File: src/rtl/tft_spi_tx.sv
// Byte-level SPI mode-0 serializer for a 4-wire TFT panel (SCK, MOSI, CS#, D/C).
// One byte per strobe: 8 SCK pulses, a CS# hold and a CS# gap, 18*CLK_DIV cycles total.
module tft_spi_tx #(
    parameter int CLK_DIV = 2
) (
    input  logic       clk,
    input  logic       global_reset,
    input  logic       tft_transmit,
    input  logic       tft_dc,
    input  logic [7:0] tft_data,
    output logic       tft_busy,
    output logic       spi_sck,
    output logic       spi_mosi,
    output logic       spi_cs_n,
    output logic       spi_dc
);

    localparam int              DW       = (CLK_DIV > 1) ? $clog2(CLK_DIV) : 1;
    localparam logic [DW-1:0]   DIV_LAST = DW'(CLK_DIV - 1);

    typedef enum logic [2:0] {
        S_IDLE,
        S_LOW,
        S_HIGH,
        S_HOLD,
        S_GAP
    } state_t;

    state_t          r_state;
    state_t          w_state_next;
    logic [DW-1:0]   r_div_cnt;
    logic [7:0]      r_shreg;
    logic [2:0]      r_bit_cnt;
    logic            r_sck;
    logic            r_cs_n;
    logic            r_dc;
    logic            w_div_done;

    assign w_div_done = (r_div_cnt == DIV_LAST);

    // MOSI is the top bit of the shift register, so it is a flop output and
    // only moves at accept or on the shift that coincides with SCK falling.
    assign spi_mosi = r_shreg[7];
    assign spi_sck  = r_sck;
    assign spi_cs_n = r_cs_n;
    assign spi_dc   = r_dc;
    assign tft_busy = global_reset | (r_state != S_IDLE) | tft_transmit;

    always_ff @(posedge clk or posedge global_reset) begin
        if (global_reset) r_state <= S_IDLE;
        else              r_state <= w_state_next;
    end

    always_comb begin
        // NOTE: default first so every path assigns the next state and no latch is inferred.
        w_state_next = r_state;
        case (r_state)
            S_IDLE: if (tft_transmit) w_state_next = S_LOW;
            S_LOW:  if (w_div_done)   w_state_next = S_HIGH;
            S_HIGH: if (w_div_done)   w_state_next = (r_bit_cnt == 3'd0) ? S_HOLD : S_LOW;
            S_HOLD: if (w_div_done)   w_state_next = S_GAP;
            S_GAP:  if (w_div_done)   w_state_next = S_IDLE;
            default:                  w_state_next = S_IDLE;
        endcase
    end

    // NOTE: sequential state uses non-blocking assignments so every flop samples pre-edge values.
    always_ff @(posedge clk or posedge global_reset) begin
        if (global_reset) begin
            r_div_cnt <= '0;
            r_shreg   <= '0;
            r_bit_cnt <= '0;
            r_sck     <= 1'b0;
            r_cs_n    <= 1'b1;
            r_dc      <= 1'b0;
        end else begin
            if (r_state == S_IDLE || w_state_next != r_state) r_div_cnt <= '0;
            else                                              r_div_cnt <= r_div_cnt + DW'(1);

            case (r_state)
                S_IDLE: begin
                    if (tft_transmit) begin
                        r_shreg   <= tft_data;
                        r_dc      <= tft_dc;
                        r_cs_n    <= 1'b0;
                        r_bit_cnt <= 3'd7;
                        r_sck     <= 1'b0;
                    end
                end
                S_LOW: begin
                    if (w_div_done) r_sck <= 1'b1;
                end
                S_HIGH: begin
                    if (w_div_done) begin
                        r_sck <= 1'b0;
                        if (r_bit_cnt != 3'd0) begin
                            r_shreg   <= {r_shreg[6:0], 1'b0};
                            r_bit_cnt <= r_bit_cnt - 3'd1;
                        end
                    end
                end
                S_HOLD: begin
                    if (w_div_done) r_cs_n <= 1'b1;
                end
                default: ;
            endcase
        end
    end

endmodule
File: config.mk
export PLATFORM = sky130hd
export DESIGN_NAME = tft_spi_tx
export DESIGN_NICKNAME = d
export VERILOG_FILES = /design/src/rtl/tft_spi_tx.sv
export SDC_FILE = /design/constraint.sdc
export NUM_CORES = 1
export LEC_CHECK = 0
export BUFFER_PORTS_ARGS = -buffer_cell sky130_fd_sc_hd__buf_2
export CORE_MARGIN = 2
export CORE_UTILIZATION = 35
export CTS_CLUSTER_SIZE = 20
export DETAILED_ROUTE_END_ITERATION = 8
export GPL_ROUTABILITY_DRIVEN = 0
export SETUP_SLACK_MARGIN = 0.1
export SYNTH_ARGS = -nofsm -noshare
export SYNTH_HDL_FRONTEND = slang
export SYNTH_SLANG_ARGS = --single-unit
File: constraint.sdc
create_clock -name clk -period 1.7 [get_ports clk]
set_input_delay 0 -clock clk [delete_from_list [all_inputs] [get_ports clk]]
set_output_delay 0 -clock clk [all_outputs]
set_load 0.005 [all_outputs]
; Yosys cells after proc, flatten, opt, wreduce, memory -nomap -nowiden
; Index checks and enable logic that the tools add are counted.
[op_classes]
mux = 21
n_eq_ne = 10
n_addsub = 2
reduce_logical = 12
bitwise_logic = 2
[op_table]
columns = op, n
row1 = $mux 3, 8
row2 = $mux 8, 3
row3 = $pmux 8 s2, 1
row4 = $pmux 3 s5, 1
row5 = $ne 2x2->1 const B, 5
row6 = $reduce_bool 3->1, 3
row7 = $reduce_and 4->1, 2
row8 = $eq 3x2->1 const B, 2
row9 = $logic_not 3->1, 2
row10 = $pmux 3 s2, 1
row11 = $mux 1, 4
row12 = $reduce_bool 2->1, 2
row13 = $eq 3x1->1 const B, 1
row14 = $eq 3x3->1 const B, 1
row15 = $ne 3x3->1, 1
row16 = $pmux 1 s3, 1
row17 = $reduce_and 3->1, 1
row18 = $sub 3x1->3 const B, 1
row19 = $mux 2, 1
row20 = $or 1x1->1, 2
row21 = $pmux 1 s2, 1
row22 = $reduce_and 2->1, 1
row23 = $add 1x1->1 const B, 1
row24 = $logic_or 1x1->1, 1
[word_totals]
output_inout_bits = 5
ff_bits = 18
word_cells = 54
in_bits = 12

; Depth between registers and ports, before layout
; Gate-level depths: netlist (run 1).
[depth]
depth_word = 7
ltp_mapped = 7
mapped_depth_nobuf = 6

; Worst setup path before layout (run 1)
; OpenSTA, ideal clock, no wires.
[synth_timing]
path_kind = register to register
from = register r_bit_cnt[0]
to = register r_shreg[1]
slack_ns = 0.274
setup_ns = 0.123
required_time_ns = 1.577
t_arrival_ns = 1.304
stages_incl_launch_ff = 8
synth_period_minus_slack_ns = 1.426
n_path_buf = 1
cell_sequence = dfrtp_1 > inv_1 > ha_1 > and2b_4 > o21ai_4 > and2_1 > buf_6 > a21oi_1
[synth_between]
elab_chain_cells = 3
[synth_lines]
columns = element, line_no
row1 = "start, declared", 33  ; logic [2:0] r_bit_cnt;
row2 = "start signal, assigned", 98  ; r_bit_cnt <= r_bit_cnt - 3'd1;
row3 = $reduce_bool 3->1, 96  ; if (r_bit_cnt != 3'd0) begin
row4 = $ne 2x2->1 (no line), -
row5 = $reduce_and 4->1 (no line), -
row6 = "end signal, assigned", 83  ; r_shreg <= tft_data;
row7 = "end signal, assigned", 97  ; r_shreg <= {r_shreg[6:0], 1'b0};
row8 = "end, declared", 32  ; logic [7:0] r_shreg;
; Every way passes these cells.
; A chain may end at the register's enable or synchronous reset.

; Worst setup path in the final report (run 1)
[layout_timing]
from = register r_bit_cnt[0]
to = register r_shreg[3]
; The elaborated chain is that of the path after synthesis.

==> run summary, run 1 <==
========================================================================================
Comb power frac                                                                    0.438
Global route total overflow                                                            0
DRT iter0 DRCs                                                                         7
Worst hold start                                                             tft_data[5]
Compound-Gate Fraction of Synth Area                                               0.184
Routed WL per cell                                                               12.0 um
Netlist Area Pre-Place                                                          965 um^2
Via count                                                                            792
Total clock sinks                                                                     18
Worst slew pin tran                                                               692 ps
TritonCTS clock tree                                                               built
Clk slew on worst S/H paths                                                       110 ps
Maximum achievable frequency                                                   0.683 GHz
Max-slew violation count                                                               0
Slowest Stage Delay on Critical Path                                              400 ps
Aggregate routed wire length                                                     1.85 mm
Buffers plus inverters on the worst setup path                                         1
Sequential group share of total power                                              0.423
Synthesized Nets                                                                     113
Adder-cell area share of the yosys netlist                                        0.0259
Footprint of the flip-flops and latches                                         452 um^2
Switching Fraction                                                                 0.390
Critical path start-end classification                                      flip-flop to flip-flop
Worst vdd ir                                                                      790 uV
Slew HR                                                                            0.538
Dpl ws                                                                            159 ps
Worst Skew                                                                       8.20 ps
Number of synthesized register bits                                                   18
Router iterations before antenna repair                                                4
Largest area contributor in the synthesized netlist                         sky130_fd_sc_hd__dfrtp_1
Register area share after synthesis                                                0.468
Clock buffer count from CTS                                                            3
Launch instance of the worst register-to-register path                      r_bit_cnt[0]$_DFFE_PP0P_
Number of flops mapped to enable cells by yosys                                        0
Crit path required time                                                          1880 ps
Multi-input logic area                                                          455 um^2
Count of antenna diodes in the layout                                                  0
Routed length on met3                                                              47 um
Largest fanout on the critical path                                                    8
Area share of the largest cell type after synthesis                                0.441
Largest cells by area after synthesis                                       sky130_fd_sc_hd__dfrtp_1 (44%), sky130_fd_sc_hd__mux2i_1 (8.3%), sky130_fd_sc_hd__a21oi_1 (7.8%), sky130_fd_sc_hd__dfstp_2 (2.7%), sky130_fd_sc_hd__ha_1 (2.6%)
Warning count from the yosys run                                                       0
Run status                                                                  finished clean
Clock Tree Buf Depth                                                                   2
Most numerous cell in the Yosys netlist                                     sky130_fd_sc_hd__dfrtp_1
List of cells traversed by the critical path                                inv_1, ha_1, and2b_4, o21ai_4, and2_2, a21oi_1
Die boundary height                                                              56.5 um
Crit path max-delay family                                                  simple AND/OR/NAND/NOR gates
Final count of hold timing violations                                                  0
Part of the power in the clock network                                             0.139
Antenna violations before repair                                                       0
Mapped Cells                                                                          99
Overall routing resource usage                                                     0.132
Cell types with the highest counts after synthesis                          sky130_fd_sc_hd__dfrtp_1 (17), sky130_fd_sc_hd__a21oi_1 (15), sky130_fd_sc_hd__mux2i_1 (8)
Fraction of the mapped netlist area in simple logic gates                          0.154
Buffers added on ports                                                                16
DRC violations left                                                                    0
Wire length of the first global-routing pass                                     3.41 mm
Power density relative to cell area                                         1640 nW/um^2
Core area                                                                      2690 um^2
Xor and xnor fraction of the mapped netlist area                                 0.00908
Post-CTS setup buffers                                                                 0
Portion of the clock cycle consumed by the worst path in the final layout          0.861
Ratio of cells with drive above 1 in the final layout                              0.285
Final total power                                                                1.92 mW
Hold Worst Slack                                                                 5.90 ps
Most used DFF post-synth                                                    sky130_fd_sc_hd__dfrtp_1
Pin count of the biggest net entering global routing                                  19
Launching element type of the critical path                                    flip-flop
Setup slack of the critical path after layout                                     236 ps
Highest-delay cell along the critical path                                  sky130_fd_sc_hd__dfrtp_1
Crit path capture type                                                         flip-flop
Switching power                                                                 0.748 mW
Mux share of post-synthesis cell area                                             0.0947
Cell variety after synth                                                              33
Layout-stage area growth over the synthesis result                                 21.5%
Source-to-sink clock delay at the later pin of the worst-skew pair                290 ps
Critical path origin                                                        r_bit_cnt[0]$_DFFE_PP0P_
Uppermost layer routed                                                              met4
Full die area                                                                  3190 um^2
IO Pins                                                                               17
Via count of the first global-routing pass                                           806
Die width                                                                        56.5 um
Type of the worst min-delay path                                            primary input to flip-flop
Initial core utilization                                                           0.359
Average instance area after synthesis                                          9.74 um^2
Post-layout nets                                                                     138
Clock Root Buffer                                                           sky130_fd_sc_hd__clkbuf_4
Final setup TNS                                                                     0 ps
Std cell rows                                                                         19
Met1 WL                                                                           860 um
Combinational family with the most area after synthesis                     compound AO/OA/AOI/OAI gates
WL met2                                                                           935 um
H-Tree Level Count                                                                     1
Layout filler cell count                                                             276
CP arrival                                                                       1640 ps
Estimated wirelength of the detail-placed design                                 1.37 mm
Setup repair after global routing missed its margin                                false
Fraction of synthesis flops using an asynchronous set or reset pin                  1.00
Via count normalized by instance count                                              5.14
Antenna-violating nets left                                                            0
Static leakage power                                                            0.536 nW
Final critical path time including I/O delays and setup                          1460 ps
Number of setup violations in the final report                                         0
Cell-internal power                                                              1.17 mW
Max Cap Viol                                                                           0
========================================================================================
## final timing paths
path                       depth (start not counted)  slack, ps                endpoint
max in group asynchronous                          3        910     r_div_cnt$_DFF_PP0_
setup reg to reg                                   6        240  r_shreg[3]$_DFFE_PP0P_
hold / removal                                     3          6  r_shreg[5]$_DFFE_PP0P_
setup / recovery                                   6        240  r_shreg[3]$_DFFE_PP0P_
hold reg to reg                                    2        480    spi_cs_n$_DFFE_PP1P_
min in group asynchronous                          3        350  r_shreg[0]$_DFFE_PP0P_
## worst min-delay path, delay by kind of cell
family	cells	cell delay, ps
buffers and inverters	1	70
AOI/OAI and AO/OA	1	130
muxes	1	50
## metal layers
metal,vias to the layer above,track usage
li1,397,-
met2,11,0.226
met3,2,0.0161
met1,382,0.172
met4,0,0.0408
met5,-,0
## placed cells by master (no fill, tap or decap), types with 3 or more instances in the layout
cell type	Yosys	final
sky130_fd_sc_hd__buf_2	4	16
sky130_fd_sc_hd__buf_4	1	5
sky130_fd_sc_hd__nor2_1	6	5
sky130_fd_sc_hd__nand2_1	6	6
sky130_fd_sc_hd__nor3_1	3	3
sky130_fd_sc_hd__inv_1	5	5
sky130_fd_sc_hd__mux2i_1	8	8
sky130_fd_sc_hd__o21ai_0	5	5
sky130_fd_sc_hd__dlygate4sd3_1	0	5
sky130_fd_sc_hd__clkbuf_4	0	3
sky130_fd_sc_hd__nand3_1	3	3
sky130_fd_sc_hd__a21oi_1	15	15
sky130_fd_sc_hd__dfrtp_1	17	17
## kinds of logic after synthesis
| family | count (synthesis) |
|---|---|
| mux | 9 |
| flops | 18 |
| simple gates | 28 |
| compound gates | 29 |
| xor+xnor | 1 |
| fa+ha+maj | 2 |
| buf+inv | 12 |
## power by group through the flow
stage,Clock [mW],Combinational (mW),Sequential [mW]
floorplan,0,0.686,0.745
global placement,0,0.823,0.815
detailed placement,0,0.837,0.823
CTS,0.280,0.850,0.815
global route,0.296,0.964,0.846
finish,0.266,0.841,0.811
## cell type report
type                    count  area share
multi-input cells          69       0.388
flip-flops and latches     18       0.385
repair buffers             26       0.143
well taps                  31      0.0331
clock buffers               4      0.0309
inverters                   6      0.0192
## stage by stage
step,area (um^2),util,std cells
5_1_grt,1170,0.436,154
2_1_floorplan,965,-,99
3_3_place_gp,1080,0.403,145
6_report,1170,0.436,154
3_5_place_dp,1080,0.403,145
4_1_cts,1170,0.435,154
## registers in the layout, indices dropped and copies added (netlist names)
name,count
spi_dc,1
spi_sck,1
r_bit_cnt,3
spi_cs_n,1
r_state,3
r_shreg,8
r_div_cnt,1
## what timing repair did
item / 4_1_cts / 5_1_grt
resized for setup: 0 / 2
setup endpoints to repair: 0 / 9
hold endpoints to repair: 21 / 0
hold buffers: 5 / 0
Note: power is estimated with default switching activity, not from simulation.
==> run 2, diff against run 1 <==
Settings changed: CORE_ASPECT_RATIO set to 1.4, GPL_TIMING_DRIVEN set to 1, REMOVE_ABC_BUFFERS set to 1.
==> run 2 against run 1 <==
  * Routed wire length is 1.1% higher
  * Via count is 2.0% higher
  * Worst setup slack better by 21 ps
  * Maximum frequency is 1.5% higher
  * Cell count is 3.9% higher
  * Critical endpoint is now r_shreg[1]$_DFFE_PP0P_
  * Largest power group unchanged
==> run summary, run 2 (synthesis gave the netlist of run 1 again) <==
========================================================================================
Run status                                                                  finished clean
Hold Worst Slack                                                                 2.12 ps
Final std cell area, no fill                                                   1190 um^2
Antenna-violating nets left                                                            0
Number of setup violations in the final report                                         0
Launching element type of the critical path                                    flip-flop
Worst hold start                                                             tft_data[7]
Max FFs per register                                                                   8
Reg with most FFs                                                                r_shreg
Clk slew on worst S/H paths                                                       110 ps
Largest fanout on the critical path                                                    8
Layout filler cell count                                                             264
Max Cap Viol                                                                           0
Layout-stage area growth over the synthesis result                                 23.0%
Clock Tree Buf Depth                                                                   2
Std cell rows                                                                         22
Slew HR                                                                            0.555
Static leakage power                                                            0.541 nW
Wire length of the first global-routing pass                                     3.28 mm
Worst reg2reg path depth                                                               6
Via count                                                                            808
Total placed instance area                                                     1100 um^2
CP arrival                                                                       1620 ps
H-Tree Level Count                                                                     1
Worst vdd ir                                                                      796 uV
Die width                                                                        48.4 um
Top Registers                                                               r_shreg: 8 flops, r_bit_cnt: 3 flops, r_state: 3 flops
Cell total after placement                                                           151
Terminating pin of the worst hold path                                      r_shreg[7]$_DFFE_PP0P_
Global route total overflow                                                            0
Final setup TNS                                                                     0 ps
Highest-count cells in the layout ignoring fill and taps                    sky130_fd_sc_hd__dfrtp_1 (17), sky130_fd_sc_hd__buf_2 (16), sky130_fd_sc_hd__a21oi_1 (15)
Via count of the first global-routing pass                                           793
Clock Root Buffer                                                           sky130_fd_sc_hd__clkbuf_4
Total clock sinks                                                                     18
Aggregate routed wire length                                                     1.87 mm
Portion of the clock cycle consumed by the worst path in the final layout          0.849
IO Pins                                                                               17
Most common library cell in the layout ignoring fill and taps               sky130_fd_sc_hd__dfrtp_1
DRC violations left                                                                    0
Setup repair after global routing missed its margin                                false
Antenna violations before repair                                                       0
Full die area                                                                  3200 um^2
Source-to-sink clock delay at the later pin of the worst-skew pair                290 ps
TritonCTS clock tree                                                               built
End-of-flow core utilization                                                       0.454
Worst Skew                                                                       9.34 ps
Initial core utilization                                                           0.369
Final count of hold timing violations                                                  0
Estimated wirelength of the detail-placed design                                 1.39 mm
Buffers added on ports                                                                16
Worst hold path stage count                                                            3
DRT iter0 DRCs                                                                        13
Critical path start-end classification                                      flip-flop to flip-flop
Type of the worst min-delay path                                            primary input to flip-flop
Max-slew violation count                                                               0
Overall routing resource usage                                                     0.132
Final critical path time including I/O delays and setup                          1440 ps
Power density relative to cell area                                         1640 nW/um^2
Count of antenna diodes in the layout                                                  0
Pin count of the biggest net entering global routing                                  19
Post-CTS setup buffers                                                                 0
Maximum achievable frequency                                                   0.693 GHz
Clock buffer count from CTS                                                            3
Core area                                                                      2620 um^2
Post-layout instance count excluding filler cells                                    160
Crit path capture type                                                         flip-flop
R2r endpoint                                                                r_shreg[1]$_DFFE_PP0P_
Via count normalized by instance count                                              5.05
Router iterations before antenna repair                                                4
Launch instance of the worst register-to-register path                      r_bit_cnt[0]$_DFFE_PP0P_
Die boundary height                                                              66.1 um
Flop2flop setup slack                                                             260 ps
Post-layout nets                                                                     139
Crit path required time                                                          1880 ps
Ratio of cells with drive above 1 in the final layout                              0.290
Worst slew pin tran                                                               667 ps
Routed WL per cell                                                               11.7 um
========================================================================================
[run 2: cell types whose count changed in the layout (fill, tap and decap cells not counted), sizes merged]
cell and delta:
buf +1
[run 2: how the worst max path moves through the flow]
stage | cells after the start | slack, ps | startpoint | to
after floorplan | 4 | 200 | r_state[1]$_DFF_PP0_ | r_shreg[1]$_DFFE_PP0P_
after global placement | 6 | 220 | r_bit_cnt[0]$_DFFE_PP0P_ | r_shreg[0]$_DFFE_PP0P_
after detailed placement | 6 | 180 | r_bit_cnt[0]$_DFFE_PP0P_ | r_shreg[1]$_DFFE_PP0P_
after CTS | 6 | 170 | r_bit_cnt[0]$_DFFE_PP0P_ | r_shreg[1]$_DFFE_PP0P_
after global routing | 6 | 120 | r_bit_cnt[0]$_DFFE_PP0P_ | r_shreg[2]$_DFFE_PP0P_
final | 6 | 260 | r_bit_cnt[0]$_DFFE_PP0P_ | r_shreg[1]$_DFFE_PP0P_
[run 2: worst max-delay path: stages (launching register included)]
cell,delay (ps)
sky130_fd_sc_hd__dfrtp_1,390
sky130_fd_sc_hd__inv_1,70
sky130_fd_sc_hd__ha_1,210
sky130_fd_sc_hd__and2b_4,190
sky130_fd_sc_hd__o21ai_4,140
sky130_fd_sc_hd__and2_2,250
sky130_fd_sc_hd__a21oi_1,90
[run 2: where the power goes]
| part | switching [mW] | internal [mW] | total (mW) |
|---|---|---|---|
| combinational | 0.477 | 0.416 | 0.893 |
| clock | 0.132 | 0.130 | 0.262 |
| sequential | 0.155 | 0.638 | 0.793 |
| total | 0.764 | 1.18 | 1.95 |
[run 2: layout make-up]
type | instances | area [um^2] | area share
clock buffer | 4 | 36.3 | 0.0306
tap | 36 | 45.0 | 0.0380
multi-input combinational | 69 | 455 | 0.384
sequential | 18 | 452 | 0.381
timing repair buffer | 27 | 175 | 0.148
inverter | 6 | 22.5 | 0.0190
[run 2: per-stage QoR]
step / power, mW / setup WS (ps)
floorplan: 1.36 / 204
global placement: 1.66 / 224
detailed placement: 1.68 / 176
CTS: 1.96 / 168
global route: 2.12 / 116
finish: 1.95 / 257
[run 2: metal layers]
metal	vias up	track usage	wire [um]
met2	18	0.227	884
met3	4	0.0204	64
met1	388	0.155	887
met5	-	0	0
li1	398	-	-
met4	0	0.0821	37
[run 2: what timing repair did]
action / in CTS / in global routing
resized for setup: 0 / 2
hold buffers: 5 / 0
hold endpoints to repair: 21 / 0
endpoints found under the setup margin: 0 / 10
==> run 3, diff against run 2 <==
Clock period 1.7 ns to 1.4 ns, I/O delays scaled along.
==> run 3 against run 2 <==
  * The flow now finishes with violations (negative setup slack)
  * Critical path depth unchanged
  * Register-to-register slack worse by 260 ps
  * Routed wire length is 9.1% higher
  * Power grew 39%
  * Flip-flop and latch count unchanged
  * Non-clock buffer count increased by 5
  * First-iteration DRC count shrank 54%
  * Sequential share of layout area decreased by 3.8 points
  * Maximum frequency grew 2.6%
  * Global-route usage is 0.86 points higher
==> run summary, run 3 (synthesis gave the netlist of run 1 again) <==
========================================================================================
Most common library cell in the layout ignoring fill and taps               sky130_fd_sc_hd__buf_2
Pin count of the biggest net entering global routing                                  19
Worst setup endpoint                                                        r_bit_cnt[2]$_DFFE_PP0P_
Worst slew pin tran                                                               681 ps
Clk slew on worst S/H paths                                                       110 ps
Die width                                                                        48.4 um
Via count of the first global-routing pass                                           824
Std cell rows                                                                         22
Static leakage power                                                            0.564 nW
Reg with most FFs                                                                r_shreg
Wire length of the first global-routing pass                                     3.56 mm
Power density relative to cell area                                         2050 nW/um^2
Aggregate routed wire length                                                     2.04 mm
Estimated wirelength of the detail-placed design                                 1.45 mm
Layout-stage area growth over the synthesis result                                 37.6%
Setup repair after global routing missed its margin                                 true
Launching element type of the critical path                                    flip-flop
Global route total overflow                                                            0
Largest fanout on the critical path                                                    2
Count of antenna diodes in the layout                                                  0
Top Registers                                                               r_shreg: 8 flops, r_bit_cnt: 3 flops, r_state: 3 flops
Buffers added on ports                                                                16
Ratio of cells with drive above 1 in the final layout                              0.457
Clock Tree Buf Depth                                                                   2
Router iterations before antenna repair                                                5
Crit path capture type                                                         flip-flop
Total clock sinks                                                                     18
End-of-flow core utilization                                                       0.508
R2r endpoint                                                                r_bit_cnt[2]$_DFFE_PP0P_
Initial core utilization                                                           0.369
DRC violations left                                                                    0
Max Cap Viol                                                                           0
Max FFs per register                                                                   8
Worst Skew                                                                       6.68 ps
Via count normalized by instance count                                              5.04
Antenna violations before repair                                                       0
Die boundary height                                                              66.1 um
Slew HR                                                                            0.545
Critical path start-end classification                                      flip-flop to flip-flop
Clock Root Buffer                                                           sky130_fd_sc_hd__clkbuf_4
Number of setup violations in the final report                                         1
Setup slack of the critical path after layout                                   -6.86 ps
Max-slew violation count                                                               0
Crit path required time                                                          1580 ps
CP arrival                                                                       1590 ps
Final count of hold timing violations                                                  0
Via count                                                                            831
Maximum achievable frequency                                                   0.711 GHz
Core area                                                                      2620 um^2
Violations in the final reports                                             negative setup slack
Critical path origin                                                        r_bit_cnt[0]$_DFFE_PP0P_
H-Tree Level Count                                                                     1
Post-layout nets                                                                     144
Routed WL per cell                                                               12.4 um
Highest-count cells in the layout ignoring fill and taps                    sky130_fd_sc_hd__buf_2 (16), sky130_fd_sc_hd__dfrtp_1 (14), sky130_fd_sc_hd__a21oi_1 (9)
Source-to-sink clock delay at the later pin of the worst-skew pair                290 ps
Portion of the clock cycle consumed by the worst path in the final layout           1.00
Flop2flop setup slack                                                              -7 ps
Antenna-violating nets left                                                            0
Run status                                                                  complete, but fails checks
Worst vdd ir                                                                     1140 uV
Full die area                                                                  3200 um^2
Hold Worst Slack                                                                 16.6 ps
IO Pins                                                                               17
Launch instance of the worst register-to-register path                      r_bit_cnt[0]$_DFFE_PP0P_
Clock buffer count from CTS                                                            3
Cell total after placement                                                           154
Overall routing resource usage                                                     0.141
DRT iter0 DRCs                                                                         6
TritonCTS clock tree                                                               built
Worst reg2reg path depth                                                               6
Type of the worst min-delay path                                            primary input to flip-flop
Post-layout instance count excluding filler cells                                    165
Final critical path time including I/O delays and setup                          1410 ps
========================================================================================
[run 3: changes by cell type in the layout (fill, tap and decap cells not counted), moves of 2 or more]
cell                       previous run  this run
sky130_fd_sc_hd__a211oi_1             2         0
sky130_fd_sc_hd__a211oi_2             0         2
sky130_fd_sc_hd__a21oi_1             15         9
sky130_fd_sc_hd__a21oi_2              0         5
sky130_fd_sc_hd__buf_6                0         3
sky130_fd_sc_hd__dfrtp_1             17        14
sky130_fd_sc_hd__dfrtp_2              0         3
sky130_fd_sc_hd__ha_1                 2         0
sky130_fd_sc_hd__inv_1                5         3
sky130_fd_sc_hd__inv_2                1         3
sky130_fd_sc_hd__nor2_4               0         2
[run 3: per-stage QoR]
step	total power, mW	TNS, ps	setup WS, ps	area [um^2]
after CTS	2.49	0	6.77	1230
final	2.72	-6.86	-6.86	1330
after global placement	2.07	-277	-44.3	1120
after detailed placement	2.11	-520	-85.8	1120
after global routing	2.94	-232	-64.5	1330
after floorplan	1.65	-772	-96.0	926
[run 3: final cells by class]
type,instances,area [um^2]
clock buffers,4,36.3
repair buffers,32,226
fillers,235,1290
flip-flops and latches,18,455
well taps,36,45.0
multi-input cells,69,542
inverters,6,22.5
[run 3: timing repair]
| item | CTS | global route |
|---|---|---|
| endpoints found under the hold margin | 22 | 0 |
| pin swaps | 3 | 6 |
| hold buffers | 6 | 0 |
| setup buffers | 0 | 1 |
| gates resized for setup | 5 | 24 |
| endpoints found under the setup margin | 11 | 17 |
[run 3: metal layers]
layer,vias to the layer above,part of all wire,GRT usage
li1,410,-,-
met1,404,0.45,0.173
met2,13,0.51,0.250
met3,4,0.023,0.0204
met4,0,0.014,0.0536
met5,-,0,0
[run 3: worst min-delay path by stage]
| stage | startpoint | endpoint | slack, ps | depth (start not counted) |
|---|---|---|---|---|
| final | tft_data[4] | r_shreg[4]$_DFFE_PP0P_ | 20 | 3 |
| after global routing | tft_data[4] | r_shreg[4]$_DFFE_PP0P_ | 30 | 3 |
| after CTS | tft_data[4] | r_shreg[4]$_DFFE_PP0P_ | 3 | 3 |
| after detailed placement | global_reset | spi_dc$_DFFE_PP0P_ | 160 | 2 |
| after global placement | global_reset | spi_dc$_DFFE_PP0P_ | 150 | 2 |
| after floorplan | global_reset | r_bit_cnt[0]$_DFFE_PP0P_ | -60 | 1 |
[run 3: worst max-delay path, cell delays in order, from the launching register on]
cell and delay, ps:
sky130_fd_sc_hd__dfrtp_1 400, sky130_fd_sc_hd__inv_2 70, sky130_fd_sc_hd__buf_6 90, sky130_fd_sc_hd__ha_4 110
sky130_fd_sc_hd__nand3_2 70, sky130_fd_sc_hd__or3_1 360, sky130_fd_sc_hd__a22o_1 200
[run 3: power breakdown]
| part | total (mW) | switching [mW] | internal (mW) |
|---|---|---|---|
| sequential | 1.00 | 0.220 | 0.782 |
| clock | 0.319 | 0.160 | 0.158 |
| combinational | 1.40 | 0.712 | 0.685 |
| total | 2.72 | 1.09 | 1.63 |
